`src/rtl/sw_reg_pkg.sv`:
```
// Shared types and helpers for the software register bank: FSM encoding,
// byte-lane count, address-to-channel mapping and byte-lane merging.
package sw_reg_pkg;

    typedef enum logic {
        IDLE = 1'b0,
        RESP = 1'b1
    } state_t;

    localparam int BYTE_LANES = 4;

    // Channel index of a byte address; the two low address bits drop out.
    function automatic logic [31:0] addr_to_idx(input logic [31:0] adr,
                                                input logic [31:0] base);
        return (adr - base) >> 2;
    endfunction

    // Replace the selected bytes of cur with wdata. Lanes starting at or
    // beyond data_w are left alone; a lane straddling data_w is merged and
    // the caller truncates to its width.
    function automatic logic [31:0] merge_lanes(input logic [31:0]           cur,
                                                input logic [31:0]           wdata,
                                                input logic [BYTE_LANES-1:0] sel,
                                                input int                    data_w);
        logic [31:0] res;
        res = cur;
        for (int b = 0; b < BYTE_LANES; b++) begin
            if (sel[b] && ((b * 8) < data_w)) begin
                res[b*8 +: 8] = wdata[b*8 +: 8];
            end
        end
        return res;
    endfunction

endpackage

```
`src/rtl/sw_reg_chan.sv`:
```
// One channel of the register bank. A write channel is loaded by software
// through byte-lane writes; a read channel snapshots its fabric source on
// the capture strobe. Either way the held value is exposed for readback.
module sw_reg_chan
    import sw_reg_pkg::*;
#(
    parameter int          C_DATA_W  = 32,
    parameter bit          C_IS_WR   = 1'b0,
    parameter logic [31:0] C_RST_VAL = 32'h00000000
) (
    input  logic                  clk,
    input  logic                  rst_n,
    input  logic                  capture,
    input  logic                  wr_en,
    input  logic [BYTE_LANES-1:0] sel,
    input  logic [31:0]           wdata,
    input  logic [C_DATA_W-1:0]   din,
    output logic [C_DATA_W-1:0]   value
);

    logic [31:0] cur_ext;
    logic [31:0] merged;
    logic        unused_sink;

    // Zero-extend the held value and merge the enabled write lanes over it.
    always_comb begin
        cur_ext                 = '0;
        cur_ext[C_DATA_W-1:0]   = value;
        merged                  = merge_lanes(cur_ext, wdata, sel, C_DATA_W);
    end

    // Only one of the two load paths exists per channel; the other inputs
    // and the merged bits above C_DATA_W are intentionally dropped.
    assign unused_sink = ^{merged, capture, din, wr_en};

    generate
        if (C_IS_WR) begin : g_wr
            // Software-written register with byte-lane update.
            always_ff @(posedge clk or negedge rst_n) begin
                if (!rst_n) begin
                    value <= C_RST_VAL[C_DATA_W-1:0];
                end else if (wr_en) begin
                    value <= merged[C_DATA_W-1:0];
                end
            end
        end else begin : g_rd
            // Fabric shadow register loaded on the capture strobe.
            always_ff @(posedge clk or negedge rst_n) begin
                if (!rst_n) begin
                    value <= C_RST_VAL[C_DATA_W-1:0];
                end else if (capture) begin
                    value <= din;
                end
            end
        end
    endgenerate

endmodule

```
`src/rtl/sw_reg_bank.sv`:
```
// Multi-channel Wishbone software register bank. Decodes a byte address to a
// channel, performs the access on the IDLE edge, and answers with a
// registered one-cycle ack or err in the following cycle.
module sw_reg_bank
    import sw_reg_pkg::*;
#(
    parameter logic [31:0]           C_BASEADDR = 32'h00000000,
    parameter logic [31:0]           C_HIGHADDR = 32'h0000FFFF,
    parameter int                    C_NUM_REGS = 4,
    parameter int                    C_DATA_W   = 32,
    parameter logic [C_NUM_REGS-1:0] C_WR_MASK  = '0,
    parameter logic [31:0]           C_RST_VAL  = 32'h00000000
) (
    input  logic                           wbs_clk_i,
    input  logic                           wbs_rst_n_i,
    input  logic                           wbs_cyc_i,
    input  logic                           wbs_stb_i,
    input  logic                           wbs_we_i,
    input  logic [3:0]                     wbs_sel_i,
    input  logic [31:0]                    wbs_adr_i,
    input  logic [31:0]                    wbs_dat_i,
    output logic [31:0]                    wbs_dat_o,
    output logic                           wbs_ack_o,
    output logic                           wbs_err_o,
    input  logic                           fabric_capture_i,
    input  logic [C_NUM_REGS*C_DATA_W-1:0] fabric_data_in,
    output logic [C_NUM_REGS*C_DATA_W-1:0] fabric_data_out,
    output logic [C_NUM_REGS-1:0]          fabric_wr_stb,
    output logic [C_NUM_REGS-1:0]          fabric_rd_stb
);

    localparam logic [31:0] SPAN = C_HIGHADDR - C_BASEADDR;

    state_t                  state;
    logic                    req;
    logic                    hit;
    logic                    tgt_wr;
    logic [31:0]             offset;
    logic [31:0]             idx;
    logic [31:0]             rd_data;
    logic [C_NUM_REGS-1:0]   onehot;
    logic [C_NUM_REGS-1:0]   wr_en;
    logic [C_DATA_W-1:0]     chan_val [C_NUM_REGS];

    // Address decode and readback select. An address below the base wraps
    // the offset past SPAN, so a single compare covers both range bounds.
    always_comb begin
        req     = (state == IDLE) && wbs_cyc_i && wbs_stb_i;
        offset  = wbs_adr_i - C_BASEADDR;
        idx     = addr_to_idx(wbs_adr_i, C_BASEADDR);
        hit     = (offset <= SPAN) && (idx < 32'(C_NUM_REGS));
        onehot  = '0;
        rd_data = '0;
        tgt_wr  = 1'b0;
        for (int i = 0; i < C_NUM_REGS; i++) begin
            if (hit && (idx == 32'(i))) begin
                onehot[i]              = 1'b1;
                rd_data[C_DATA_W-1:0]  = chan_val[i];
                tgt_wr                 = C_WR_MASK[i];
            end
        end
        wr_en = (req && wbs_we_i) ? (onehot & C_WR_MASK) : '0;
    end

    genvar gi;
    generate
        for (gi = 0; gi < C_NUM_REGS; gi++) begin : g_chan
            sw_reg_chan #(
                .C_DATA_W  (C_DATA_W),
                .C_IS_WR   (C_WR_MASK[gi]),
                .C_RST_VAL (C_RST_VAL)
            ) u_chan (
                .clk     (wbs_clk_i),
                .rst_n   (wbs_rst_n_i),
                .capture (fabric_capture_i),
                .wr_en   (wr_en[gi]),
                .sel     (wbs_sel_i),
                .wdata   (wbs_dat_i),
                .din     (fabric_data_in[gi*C_DATA_W +: C_DATA_W]),
                .value   (chan_val[gi])
            );

            assign fabric_data_out[gi*C_DATA_W +: C_DATA_W] =
                C_WR_MASK[gi] ? chan_val[gi] : '0;
        end
    endgenerate

    // Two-state bus FSM with registered response, read data and strobes.
    always_ff @(posedge wbs_clk_i or negedge wbs_rst_n_i) begin
        if (!wbs_rst_n_i) begin
            state         <= IDLE;
            wbs_ack_o     <= 1'b0;
            wbs_err_o     <= 1'b0;
            wbs_dat_o     <= '0;
            fabric_wr_stb <= '0;
            fabric_rd_stb <= '0;
        end else begin
            wbs_ack_o     <= 1'b0;
            wbs_err_o     <= 1'b0;
            fabric_wr_stb <= '0;
            fabric_rd_stb <= '0;
            case (state)
                IDLE: begin
                    if (req) begin
                        state <= RESP;
                        if (!hit || (wbs_we_i && !tgt_wr)) begin
                            wbs_err_o <= 1'b1;
                            wbs_dat_o <= '0;
                        end else if (wbs_we_i) begin
                            wbs_ack_o     <= 1'b1;
                            fabric_wr_stb <= onehot;
                        end else begin
                            wbs_ack_o     <= 1'b1;
                            wbs_dat_o     <= rd_data;
                            fabric_rd_stb <= onehot;
                        end
                    end
                end
                RESP:    state <= IDLE;
                default: state <= IDLE;
            endcase
        end
    end

endmodule

```
`config.mk`:
```
export PLATFORM = sky130hd
export DESIGN_NAME = sw_reg_bank
export DESIGN_NICKNAME = d
export VERILOG_FILES = /design/src/rtl/sw_reg_pkg.sv /design/src/rtl/sw_reg_chan.sv /design/src/rtl/sw_reg_bank.sv
export SDC_FILE = /design/constraint.sdc
export NUM_CORES = 1
export LEC_CHECK = 0
export CAP_MARGIN = 0
export CORE_UTILIZATION = 35
export CTS_CLUSTER_SIZE = 40
export DETAILED_ROUTE_END_ITERATION = 10
export PLACE_DENSITY = 0.7
export RECOVER_POWER = 100
export SLEW_MARGIN = 20
export SYNTH_ARGS = -nofsm -noshare
export SYNTH_HDL_FRONTEND = slang
export SYNTH_HIERARCHICAL = 1
export SYNTH_SLANG_ARGS = --single-unit
```
`constraint.sdc`:
```
create_clock -name wbs_clk_i -period 1.6 [get_ports wbs_clk_i]
set_clock_uncertainty 0.2 [all_clocks]
set_input_delay 0.48 -clock wbs_clk_i [delete_from_list [all_inputs] [get_ports wbs_clk_i]]
set_output_delay 0.48 -clock wbs_clk_i [all_outputs]
set_load 0.01 [all_outputs]
```
Word level (Yosys, flattened, before mapping)
Cells that the tools add are included.
{ "word_totals": {"register_bits": 171, "latchBits": 0, "ramBits": 0, "romBits": 0, "wordCells": 54, "memories": 0} }
{ "classes": {"n_addsub": 0, "multipliers": 0, "n_div": 0, "magnitude_cmp": 2, "eq_ne": 4, "shift": 0, "muxes": 26, "bitwise_logic": 1, "n_reduce_logical": 11} }
{ "op_table": {"columns": ["cell", "count"], "rows": [
  ["$mux 32", 6],
  ["$eq 30x2->1 const B", 2],
  ["$le 32x16->1 const B", 1],
  ["$logic_not 32->1", 1],
  ["$mux 4", 8],
  ["$eq 30x1->1 const B", 1],
  ["$lt 30x3->1 const B", 1],
  ["$mux 1", 11],
  ["$logic_and 1x1->1", 7],
  ["$reduce_and 3->1", 1],
  ["$ne 2x1->1 const B", 1],
  ["$pmux 1 s2", 1],
  ["$logic_not 1->1", 1],
  ["$logic_or 1x1->1", 1],
  ["$not 1->1", 1]
]} }

Logic depth before layout (Yosys ltp)
Gate-level depths: netlist of run 1.
{ "logic_depth": {"depth_word": 9, "ltp_mapped": 7, "depth_no_buf": 4} }

Hierarchy
Netlist of run 1, hierarchy kept.
{ "modules_own_cells": {"columns": ["module", "instances", "cells_per_inst", "area_each_um2", "seq_area_each_um2"], "rows": [
  ["sw_reg_chan", 4, 68, 1345.0, 800.8],
  ["sw_reg_bank", 1, 448, 3547.2, 1076.0]
]} }

Worst setup path before layout of run 1
Ideal clock, no wire load.
{ "synth_timing": {"path_type": "input to register", "start": "input port wbs_adr_i[28]", "end": "register wbs_dat_o[10]", "setup_time_ns": 0.104, "arrival_time_ns": 1.873, "required_time_ns": 1.296, "setup_slack_ns": -0.576, "cell_stages": 6, "cell_sequence": "or4_1 > nor4_2 > nand4_1 > buf_4 > buf_6 > o41ai_2"} }
{ "synth_via": {"elab_chain_len": 9} }
{ "synth_lines": {"columns": ["element", "line_no", "text"], "rows": [
  ["from (decl)", "sw_reg_bank.sv:20", "input logic [31:0] wbs_adr_i,"],
  ["$le 32x16->1 or $lt 30x3->1 (tied branches)", "sw_reg_bank.sv:51", "hit = (offset <= SPAN) && (idx < 32'(C_NUM_REGS));"],
  ["$logic_and 1x1->1", "sw_reg_bank.sv:51", null],
  ["$logic_and 1x1->1", "sw_reg_bank.sv:56", "if (hit && (idx == 32'(i))) begin"],
  ["$mux 32 (4 in series)", "sw_reg_bank.sv:56", null],
  ["$mux 32", "sw_reg_bank.sv:109", "end else if (wbs_we_i) begin"],
  ["$mux 32", "sw_reg_bank.sv:106", "if (!hit || (wbs_we_i && !tgt_wr)) begin"],
  ["to (signal assigned)", "sw_reg_bank.sv:114", "wbs_dat_o <= rd_data;"],
  ["to (decl)", "sw_reg_bank.sv:22", "output logic [31:0] wbs_dat_o,"]
]} }
Parallel ways exist; a longest one is shown, timed or not. The select of a mux whose other input is x is not followed.
A chain may end at the register's enable or synchronous reset.

Worst setup path after layout of run 1
{ "layout_timing": {"start": "input port wbs_adr_i[28]", "end": "register wbs_dat_o[28]"} }
Same word-level chain as after synthesis.

==> results of run 1 <==
-- worst max-delay path by stage --
stage | slack, ns | endpoint | cells after the start
6_report | -0.40 | wbs_dat_o[28]$_DFFE_PN0P_ | 7
5_1_grt | -0.45 | wbs_dat_o[4]$_DFFE_PN0P_ | 7
3_5_place_dp | -1.21 | wbs_dat_o[9]$_DFFE_PN0P_ | 6
2_1_floorplan | -0.55 | wbs_dat_o[12]$_DFFE_PN0P_ | 6
4_1_cts | -0.36 | wbs_dat_o[28]$_DFFE_PN0P_ | 7
3_3_place_gp | -1.09 | wbs_dat_o[2]$_DFFE_PN0P_ | 6
-- layer usage --
metal	GRT usage	wire length (um)
met1	0.2451	10530
met3	0.04137	1199
met5	0	17
met2	0.2909	10870
met4	0.06046	550
-- state kept, by name, summed over array words and instances (netlist names) --
name,flops
wbs_err_o,1
fabric_wr_stb,4
g_chan.u_chan/value,128
state,1
wbs_ack_o,1
fabric_rd_stb,4
wbs_dat_o,32
-- placed cells by master, fill, tap and decap left out, types with 2 or more instances in the layout --
master             n
a21oi_1           19
a21oi_2           10
a21oi_4            3
buf_12            13
buf_16            10
buf_2             38
buf_4             22
buf_6             17
buf_8              2
clkbuf_1           3
clkbuf_16         17
clkbuf_2           8
clkbuf_4           4
clkdlybuf4s15_1    8
clkdlybuf4s50_1  141
clkinv_4           4
clkinv_8           3
conb_1           132
dfrtp_1          171
dlygate4sd2_1      3
inv_1             34
inv_6              3
inv_8              3
mux2_1            49
mux2_2             8
mux2_4            71
nand2_1           32
nor2_1            33
nor4_2             4
nor4_4             2
o21ai_0           64
o41ai_2           15
o41ai_4           17
-- logic make-up (layout without fill, tap and decap cells) --
kind of cell           count (synthesis)  count (layout)  share of synthesized area
buffers and inverters                207             338                     0.1687
AO/OA/AOI/OAI                        128             128                    0.09699
multiplexers                         128             128                     0.2119
AND/OR/NAND/NOR                       85              85                    0.04261
flip-flops                           171             171                     0.4793
other                                  1             133                  0.0004201
-- where the power goes --
part           switching, mW  leakage (nW)  internal, mW
registers              0.194          2.09          4.65
logic                  0.753          3.46         0.843
clock network           1.97         0.282          2.08
total                   2.92          5.83          7.58
-- layout make-up --
cell class / instances / area, um2
clock buffers: 17 / 425.4
repair buffers: 272 / 2746
inverters: 34 / 127.6
multi-input cells: 473 / 3953
flip-flops and latches: 171 / 4279
fillers: 2308 / 13010
diodes: 1 / 2.502
clock inverters: 15 / 156.4
well taps: 330 / 412.9
-- stage by stage --
stage / instances / power (mW) / cell area [um2]
global placement: 1246 / 6.575 / 10980
CTS: 1305 / 10.76 / 12240
finish: 1313 / 10.50 / 12100
global route: 1313 / 10.98 / 12100
detailed placement: 1246 / 6.614 / 10980
floorplan: 851 / 6.100 / 9450
-- what timing repair did --
item | CTS | global route
hold buffers | 1 | 0
cloned | 11 | 0
endpoints found under the setup margin | 80 | 80
hold endpoints to repair | 171 | 0
pin swaps | 31 | 10
setup buffers | 15 | 8
gates resized for setup | 294 | 16
==> flow_summary_export.csv, run 1 <==
group,metric,value,unit
detailed_routing,postRouteAntennaNets,0,
worst_setup_path,r2r_setup_slack,-0.02,ns
floorplan,fp.dieW,161.7,um
detailed_routing,drc,0,
layout,synthToLayoutAreaGrowth,35.57,%
layout,drive_gt1_frac,0.2933,
sta,hold_slack,0.2862,ns
global_route,grt_max_degree,47,
cts,cts.sinks,171,
global_route,grt_overflow,0,
cts,cts_root_buffer,"clkbuf_16",
worst_setup_path,worstSetupStartpointType,"primary input",
global_route,grt.total_usage,0.1826,
cts,cts_tree,"built",
worst_setup_path,worstPathArrival,2.11,ns
synth,synth_top_cell_by_area,"dfrtp_1",
cts,cts_made_buffers,17,
sta,worst_slack,-0.3992,ns
run,cap_violations,0,
floorplan,start_util,0.3555,
worst_setup_path,crit_chain,"buf_6 -> or4_4 -> nor4_2 -> nand4_1 -> buf_12 -> buf_16 -> o41ai_4",
detailed_routing,wire_per_inst,17.64,um
placement,portBuffers,205,
detailed_routing,dr.first_iter.drc_count,216,
worst_setup_path,required,1.71,ns
power_and_ir_drop,power.density,867.5,nW/um2
worst_setup_path,path_buf_inv,3,
synth,async_reset_ff_frac,1.000,
floorplan,io_pins,372,
detailed_routing,viasPerCell,4.519,
worst_setup_path,worstReg2RegEnd,"wbs_dat_o[3]$_DFFE_PN0P_",
sta,period_share,1.250,
synth,synth_most_common_cell,"dfrtp_1",
sta,hold_viol,0,
placement,hpwl,14.77,mm
global_route,grt_pass1_wl,35.60,mm
sta,tightestPinTransition,0.5239,ns
floorplan,dieArea,26150,um2
worst_setup_path,path_max_fanout,8,
detailed_routing,vias,5934,
worst_setup_path,reg2reg_depth,3,
cts,clk_pin_slew_worst_paths,0.08,ns
synth,yosys_warnings,6,
worst_hold_path,hp-start,"g_chan[2].u_chan/value[1]$_DFFE_PN0P_",
worst_setup_path,critPathTopFamily,"simple AND/OR/NAND/NOR gates",
floorplan,rows,58,
sta,layout_min_cycle_time,1.999,ns
placement,pre_cts_slack,-1.214,ns
global_route,antenna_found_initial,2,
synth,synth.area.top_cells,"dfrtp_1 (48%), mux2_4 (20%), buf_4 (11%), o21ai_0 (3.6%), buf_12 (2.7%)",
synth,synth_common_cells,"dfrtp_1 (171), buf_4 (129), mux2_4 (120)",
cts,clock_latency,0.42,ns
worst_setup_path,slowest_delay,0.51,ns
power_and_ir_drop,ir_worst_vdd,0.0006164,V
sta,slew_violations,0,
outcome,violations,"negative setup slack",
worst_setup_path,end_kind,"register",
synth,syn_area_per_cell,12.40,um2
placement,place_congestion,0.7746,
global_route,grt_pass1_vias,6032,
worst_hold_path,min_to,"g_chan[2].u_chan/value[1]$_DFFE_PN0P_",
synth,postSynthCellCount,720,
worst_setup_path,critical_path_class,"primary input to register",
sta,rsz0062_at_grt,"true",
worst_setup_path,crit_start,"wbs_adr_i[28]",
synth,netlist_area,8927,um2
sta,max_slew_margin,0.6507,
synth,yosys_register_bits,171,
synth,synth.distinct_cells,26,
outcome,outcome,"finished with violations",
detailed_routing,first_pass_iters,4,
layout,final_util,0.4820,
cts,htree_levels,4,
sta,setup_violations,75,
worst_hold_path,holdPathStages,1,
synth,ys_seq_area_frac,0.4793,
synth,synth_top_area_frac,0.4793,
floorplan,fp.dieH,161.7,um
sta,fmax,500.2,MHz
synth,synth-edff-count,0,
floorplan,coreArea,25110,um2
synth,synth_ff_type,"dfrtp_1",
worst_hold_path,min_path_type,"register to register",
detailed_routing,finalWirelength,23.17,mm
power_and_ir_drop,leakage,5.833,nW
sta,tns,-12.62,ns
worst_setup_path,r2r-start,"state$_DFF_PN0_",
layout,nets,1171,
worst_setup_path,critical_path.slowest_cell,"or4_4",
cts,clk_path_buf_depth,2,
No activity file was read; power rests on OpenSTA's default activity.
==> inputs of run 2 (changes only) <==
--- a/config.mk
+++ b/config.mk
@@ -9,10 +9,11 @@
 export CORE_UTILIZATION = 35
 export CTS_CLUSTER_SIZE = 40
 export DETAILED_ROUTE_END_ITERATION = 10
-export PLACE_DENSITY = 0.7
+export DONT_BUFFER_PORTS = 1
 export RECOVER_POWER = 100
 export SLEW_MARGIN = 20
 export SYNTH_ARGS = -nofsm -noshare
 export SYNTH_HDL_FRONTEND = slang
 export SYNTH_HIERARCHICAL = 1
 export SYNTH_SLANG_ARGS = --single-unit
+export TNS_END_PERCENT = 5
==> run 2 against run 1 <==
  * The run ends with negative hold slack, negative setup slack left
  * Design area shrank 16%
  * Worst hold slack lost 0.74 ns
  * Fmax grew 7.7%
==> flow_summary_export.csv, run 2 (synthesis gave the netlist of run 1 again) <==
group,metric,value,unit
floorplan,fp.dieH,161.7,um
floorplan,rows,58,
layout,regMostFlops,"g_chan.u_chan/value",
outcome,violations,"negative hold slack, negative setup slack",
sta,tns,-5.802,ns
power_and_ir_drop,p_sw_frac,0.2439,
outcome,outcome,"finished with violations",
layout,largest_register_ff_count,128,
sta,period_share,1.161,
detailed_routing,postRouteAntennaNets,0,
detailed_routing,finalWirelength,20.47,mm
placement,place_congestion,0.7747,
detailed_routing,drc,0,
placement,placed_area,8613,um2
layout,finish.instance_area,10180,um2
power_and_ir_drop,power.internal,7.834,mW
detailed_routing,vias,5325,
layout,final_cell_mix,"dfrtp_1 (171), conb_1 (132), dlygate4sd3_1 (129), mux2_1 (120), o21ai_0 (64)",
placement,hpwl,12.43,mm
worst_setup_path,critical_path_class,"primary input to register",
sta,rsz0062_at_grt,"true",
sta,layout_min_cycle_time,1.857,ns
worst_setup_path,end_kind,"register",
power_and_ir_drop,p_comb_frac,0.096,
worst_setup_path,crit_start,"wbs_adr_i[28]",
detailed_routing,wire_per_inst,17.32,um
worst_setup_path,reg2reg_depth,3,
power_and_ir_drop,pwr-share-seq,0.466,
placement,portBuffers,0,
worst_setup_path,required,1.71,ns
worst_setup_path,worstPathArrival,1.96,ns
layout,reg.largest.list,"g_chan.u_chan/value x128, wbs_dat_o x32",
detailed_routing,first_pass_iters,4,
power_and_ir_drop,fin_total_pwr,10.36,mW
sta,slew_violations,0,
run,cap_violations,0,
sta,hold_viol,171,
worst_setup_path,r2r_setup_slack,0.03,ns
power_and_ir_drop,leakage,4.583,nW
sta,worst_slack,-0.2569,ns
global_route,grt_max_degree,172,
global_route,grt_pass1_vias,5536,
global_route,grt_pass1_wl,32.51,mm
placement,dp.cells,1019,
worst_hold_path,min_path_type,"primary input to asynchronous set/reset pin",
detailed_routing,viasPerCell,4.505,
floorplan,io_pins,372,
power_and_ir_drop,p_sw,2.527,mW
worst_setup_path,worstSetupStartpointType,"primary input",
floorplan,dieArea,26150,um2
layout,layoutNonFillerInstCount,1182,
layout,synthToLayoutAreaGrowth,13.99,%
cts,post-cts-setup-buffer-count,0,
cts,cts_root_buffer,"clkbuf_16",
cts,cts_tree,"built",
floorplan,coreArea,25110,um2
floorplan,fp.dieW,161.7,um
layout,drive_gt1_frac,0.09176,
cts,htree_levels,4,
sta,setup_violations,37,
cts,cts_made_buffers,17,
sta,fmax,538.5,MHz
global_route,antenna_found_initial,1,
cts,clock_latency,0.42,ns
power_and_ir_drop,power.density,1018,nW/um2
layout,fillers,2458,
power_and_ir_drop,ir_worst_vdd,0.0006649,V
cts,clk_path_buf_depth,2,
power_and_ir_drop,pwr-share-clk,0.438,
worst_setup_path,path_max_fanout,38,
cts,clk_pin_slew_worst_paths,0.07,ns
floorplan,start_util,0.3555,
global_route,grt.total_usage,0.1608,
global_route,grt_overflow,0,
cts,cts.sinks,171,
layout,nets,1039,
worst_setup_path,r2r-start,"state$_DFF_PN0_",
detailed_routing,dr.first_iter.drc_count,230,
worst_setup_path,worstReg2RegEnd,"wbs_dat_o[5]$_DFFE_PN0P_",
sta,hold_slack,-0.4516,ns
layout,layout_commonest_cell,"dfrtp_1",
## run 2: changes by cell type in the layout (fill, tap and decap cells not counted), moves of 13 or more
cell,change
a21oi_1,+13
dlygate4sd3_1,+128
clkdlybuf4s50_1,-141
buf_2,-38
mux2_4,-71
buf_6,-17
o41ai_4,-17
buf_4,-17
mux2_1,+71
## run 2: worst max-delay path, stage by stage
cell and delay [ns]:
or4_4 0.51, nor4_2 0.15, nand4_1 0.18, buf_12 0.24
o41ai_2 0.38
## run 2: power by group through the flow
stage	sequential, mW	combinational (mW)	clock [mW]
5_1_grt	4.87	1.11	4.78
3_3_place_gp	4.92	0.947	0
6_report	4.83	0.991	4.54
2_1_floorplan	4.86	1.24	0
4_1_cts	4.84	1.24	4.65
3_5_place_dp	4.92	0.965	0
## run 2: final cells by class
cell class / count / area [um2] / area share
Inverter: 34 / 127.6 / 0.01254
Antenna cell: 2 / 5.005 / 0.0004918
Timing Repair Buffer: 140 / 1449 / 0.1424
Clock buffer: 18 / 429.2 / 0.04217
Sequential cell: 171 / 4279 / 0.4205
Clock inverter: 14 / 209.0 / 0.02053
Multi-Input combinational cell: 473 / 3264 / 0.3208
Tap cell: 330 / 412.9 / 0.04058
## run 2: metrics by stage
stage / setup slack (ns) / utilization
after floorplan: -0.5716 / -
after global placement: -0.6472 / 0.3430
after detailed placement: -0.7425 / 0.3430
after CTS: -0.2165 / 0.4213
after global routing: -0.3505 / 0.4052
final: -0.2569 / 0.4053
## run 2: layer usage
metal	GRT usage	wire [um]
met5	0	0
met4	0.04803	250
met3	0.03933	1077
met2	0.2516	9699
met1	0.2200	9440
## run 2: repair_timing
action / CTS / global route
gates resized for setup: 8 / 3
pin swaps: 9 / 0
endpoints found under the hold margin: 298 / 173
setup endpoints to repair: 37 / 38
hold buffers: 127 / 2
## run 2: worst max path at each step
stage | slack [ns] | cells after the start | to
floorplan | -0.57 | 6 | wbs_dat_o[10]$_DFFE_PN0P_
detailed placement | -0.74 | 5 | wbs_dat_o[5]$_DFFE_PN0P_
global placement | -0.65 | 5 | wbs_dat_o[28]$_DFFE_PN0P_
global route | -0.35 | 5 | wbs_dat_o[28]$_DFFE_PN0P_
finish | -0.26 | 5 | wbs_dat_o[28]$_DFFE_PN0P_
CTS | -0.22 | 5 | wbs_dat_o[1]$_DFFE_PN0P_
==> inputs of run 3 (changes only) <==
==> constraint.sdc (replaced) <==
create_clock -name wbs_clk_i -period 2 [get_ports wbs_clk_i]
set_clock_uncertainty 0.2 [all_clocks]
set_input_delay 0.6 -clock wbs_clk_i [delete_from_list [all_inputs] [get_ports wbs_clk_i]]
set_output_delay 0.6 -clock wbs_clk_i [all_outputs]
set_load 0.01 [all_outputs]
==> run 3 against run 2 <==
  * The flow still finishes with violations (negative hold slack, negative setup slack)
  * First-iteration DRC count rose by 7.8%
  * Register-to-register slack improved by 0.39 ns
  * Sequential cell count did not move
  * Clock-buffer cell count did not move
  * Global-route usage fell by 0.92 points
  * Combinational power fell by 41%
  * Via count fell by 8.2%
  * Core utilization fell by 5.2 points
  * Sequential power fell by 20%
  * Power fell by 24%
==> flow_summary_export.csv, run 3 (synthesis gave the netlist of run 1 again) <==
group,metric,value,unit
layout,fillers,2580,
detailed_routing,drc,0,
layout,area.sequential,4279,um2
sta,period_share,1.019,
layout,finish.instance_area,8869,um2
sta,rsz0062_at_grt,"true",
placement,dp.cells,1020,
sta,slew_violations,0,
worst_setup_path,worstPathArrival,2.14,ns
floorplan,start_util,0.3555,
sta,layout_min_cycle_time,2.037,ns
worst_setup_path,slowest_delay,0.53,ns
outcome,violations,"negative hold slack, negative setup slack",
cts,clock_latency,0.42,ns
cts,clk_pin_slew_worst_paths,0.07,ns
global_route,grt_max_degree,172,
worst_setup_path,required,2.10,ns
cts,post-cts-setup-buffer-count,0,
cts,cts_root_buffer,"clkbuf_16",
placement,placed_area,8621,um2
layout,layoutNonFillerInstCount,1057,
detailed_routing,wire_per_inst,18.22,um
outcome,outcome,"finished with violations",
floorplan,dieArea,26150,um2
layout,reg.largest.list,"g_chan.u_chan/value x128, wbs_dat_o x32",
layout,largest_register_ff_count,128,
layout,drive_gt1_frac,0.1096,
detailed_routing,finalWirelength,19.25,mm
worst_setup_path,worstSetupStartpointType,"primary input",
floorplan,rows,58,
layout,regMostFlops,"g_chan.u_chan/value",
detailed_routing,viasPerCell,4.627,
placement,hpwl,12.60,mm
detailed_routing,dr.first_iter.drc_count,248,
layout,multi_input_area,3268,um2
sta,setup_violations,1,
detailed_routing,postRouteAntennaNets,0,
global_route,grt_pass1_wl,29.81,mm
layout,final_cell_mix,"dfrtp_1 (171), conb_1 (132), mux2_1 (120), o21ai_0 (64)",
worst_hold_path,min_path_type,"primary input to asynchronous set/reset pin",
global_route,antenna_found_initial,8,
sta,hold_slack,-0.3306,ns
worst_setup_path,path_max_fanout,22,
cts,cts_tree,"built",
cts,cts_made_buffers,17,
power_and_ir_drop,leakage,4.042,nW
cts,htree_levels,4,
worst_setup_path,end_kind,"register",
layout,layout_commonest_cell,"dfrtp_1",
floorplan,fp.dieW,161.7,um
sta,fmax,490.9,MHz
layout,synthToLayoutAreaGrowth,-0.6587,%
detailed_routing,vias,4891,
power_and_ir_drop,fin_total_pwr,7.840,mW
global_route,grt.total_usage,0.1516,
cts,clk_path_buf_depth,2,
floorplan,io_pins,372,
worst_setup_path,r2r_setup_slack,0.42,ns
worst_setup_path,critical_path_class,"primary input to register",
placement,place_congestion,0.7596,
run,cap_violations,0,
detailed_routing,first_pass_iters,4,
layout,nets,911,
worst_setup_path,critical_path.slowest_cell,"or4_1",
placement,pre_cts_slack,-0.4682,ns
placement,portBuffers,0,
floorplan,fp.dieH,161.7,um
sta,worst_slack,-0.03724,ns
power_and_ir_drop,ir_worst_vdd,0.0004119,V
global_route,grt_pass1_vias,4986,
worst_setup_path,crit_chain,"or4_1 -> nor4_2 -> nand4_1 -> buf_6 -> o41ai_1",
sta,hold_viol,171,
sta,tns,-0.03724,ns
power_and_ir_drop,power.density,884.0,nW/um2
global_route,grt_overflow,0,
floorplan,coreArea,25110,um2
cts,cts.sinks,171,
[run 3: cell types whose count changed in the layout (fill, tap and decap cells not counted), moves of 2 or more]
cell,before,now
buf_6,0,2
bufinv_16,4,2
dlygate4sd3_1,129,0
diode_2,2,6
clkinvlp_4,3,1
inv_6,3,6
[run 3: worst paths after layout]
path / cells after the start / start / end
max: 5 / wbs_adr_i[28] / wbs_dat_o[30]$_DFFE_PN0P_
min: 0 / wbs_rst_n_i / g_chan[0].u_chan/value[1]$_DFFE_PN0P_
max reg2reg: 3 / state$_DFF_PN0_ / wbs_dat_o[5]$_DFFE_PN0P_
min reg2reg: 1 / g_chan[2].u_chan/value[27]$_DFFE_PN0P_ / g_chan[2].u_chan/value[27]$_DFFE_PN0P_
max in group asynchronous: 0 / wbs_rst_n_i / fabric_rd_stb[1]$_DFF_PN0_
min in group wbs_clk_i: 1 / wbs_adr_i[3] / fabric_rd_stb[1]$_DFF_PN0_
[run 3: power breakdown]
| part | internal, mW | leakage (nW) | total, mW | switching, mW |
|---|---|---|---|---|
| Sequential | 3.72 | 2.09 | 3.85 | 0.129 |
| Combinational | 0.250 | 1.67 | 0.581 | 0.331 |
| Clock | 1.91 | 0.291 | 3.41 | 1.50 |
| Total | 5.88 | 4.04 | 7.84 | 1.96 |
[run 3: per-stage QoR]
stage / utilization / hold slack (ns)
2_1_floorplan: - / 0.1044
3_3_place_gp: 0.3433 / 0.1071
3_5_place_dp: 0.3433 / 0.1069
4_1_cts: 0.3673 / -0.3556
5_1_grt: 0.3528 / -0.3625
6_report: 0.3532 / -0.3306
[run 3: final cells by class]
class	instances	area share
inverter	34	0.01439
clock inverter	13	0.01735
timing repair buffer	12	0.01947
sequential	171	0.4825
clock buffer	18	0.04952
antenna	6	0.001693
multi-input combinational	473	0.3685
tap	330	0.04656
[run 3: per-layer routing]
metal  up-vias  global-route usage  routed length [um]
li1       2192                   -                   -
met5         -                   0                  37
met2       230              0.2412                9124
met4         6             0.04460                 346
met1      2438              0.1964                8484
met3        25             0.04928                1262
[run 3: critical path: cells and delay by family]
kind                   cells  cell delay [ns]
AO/OA/AOI/OAI              1             0.39
buffers and inverters      1             0.25
AND/OR/NAND/NOR            3             0.88
[run 3: repair_timing]
| action | 4_1_cts | 5_1_grt |
|---|---|---|
| gates resized for setup | 1 | 12 |
| endpoints found under the hold margin | 171 | 171 |
| endpoints found under the setup margin | 5 | 26 |
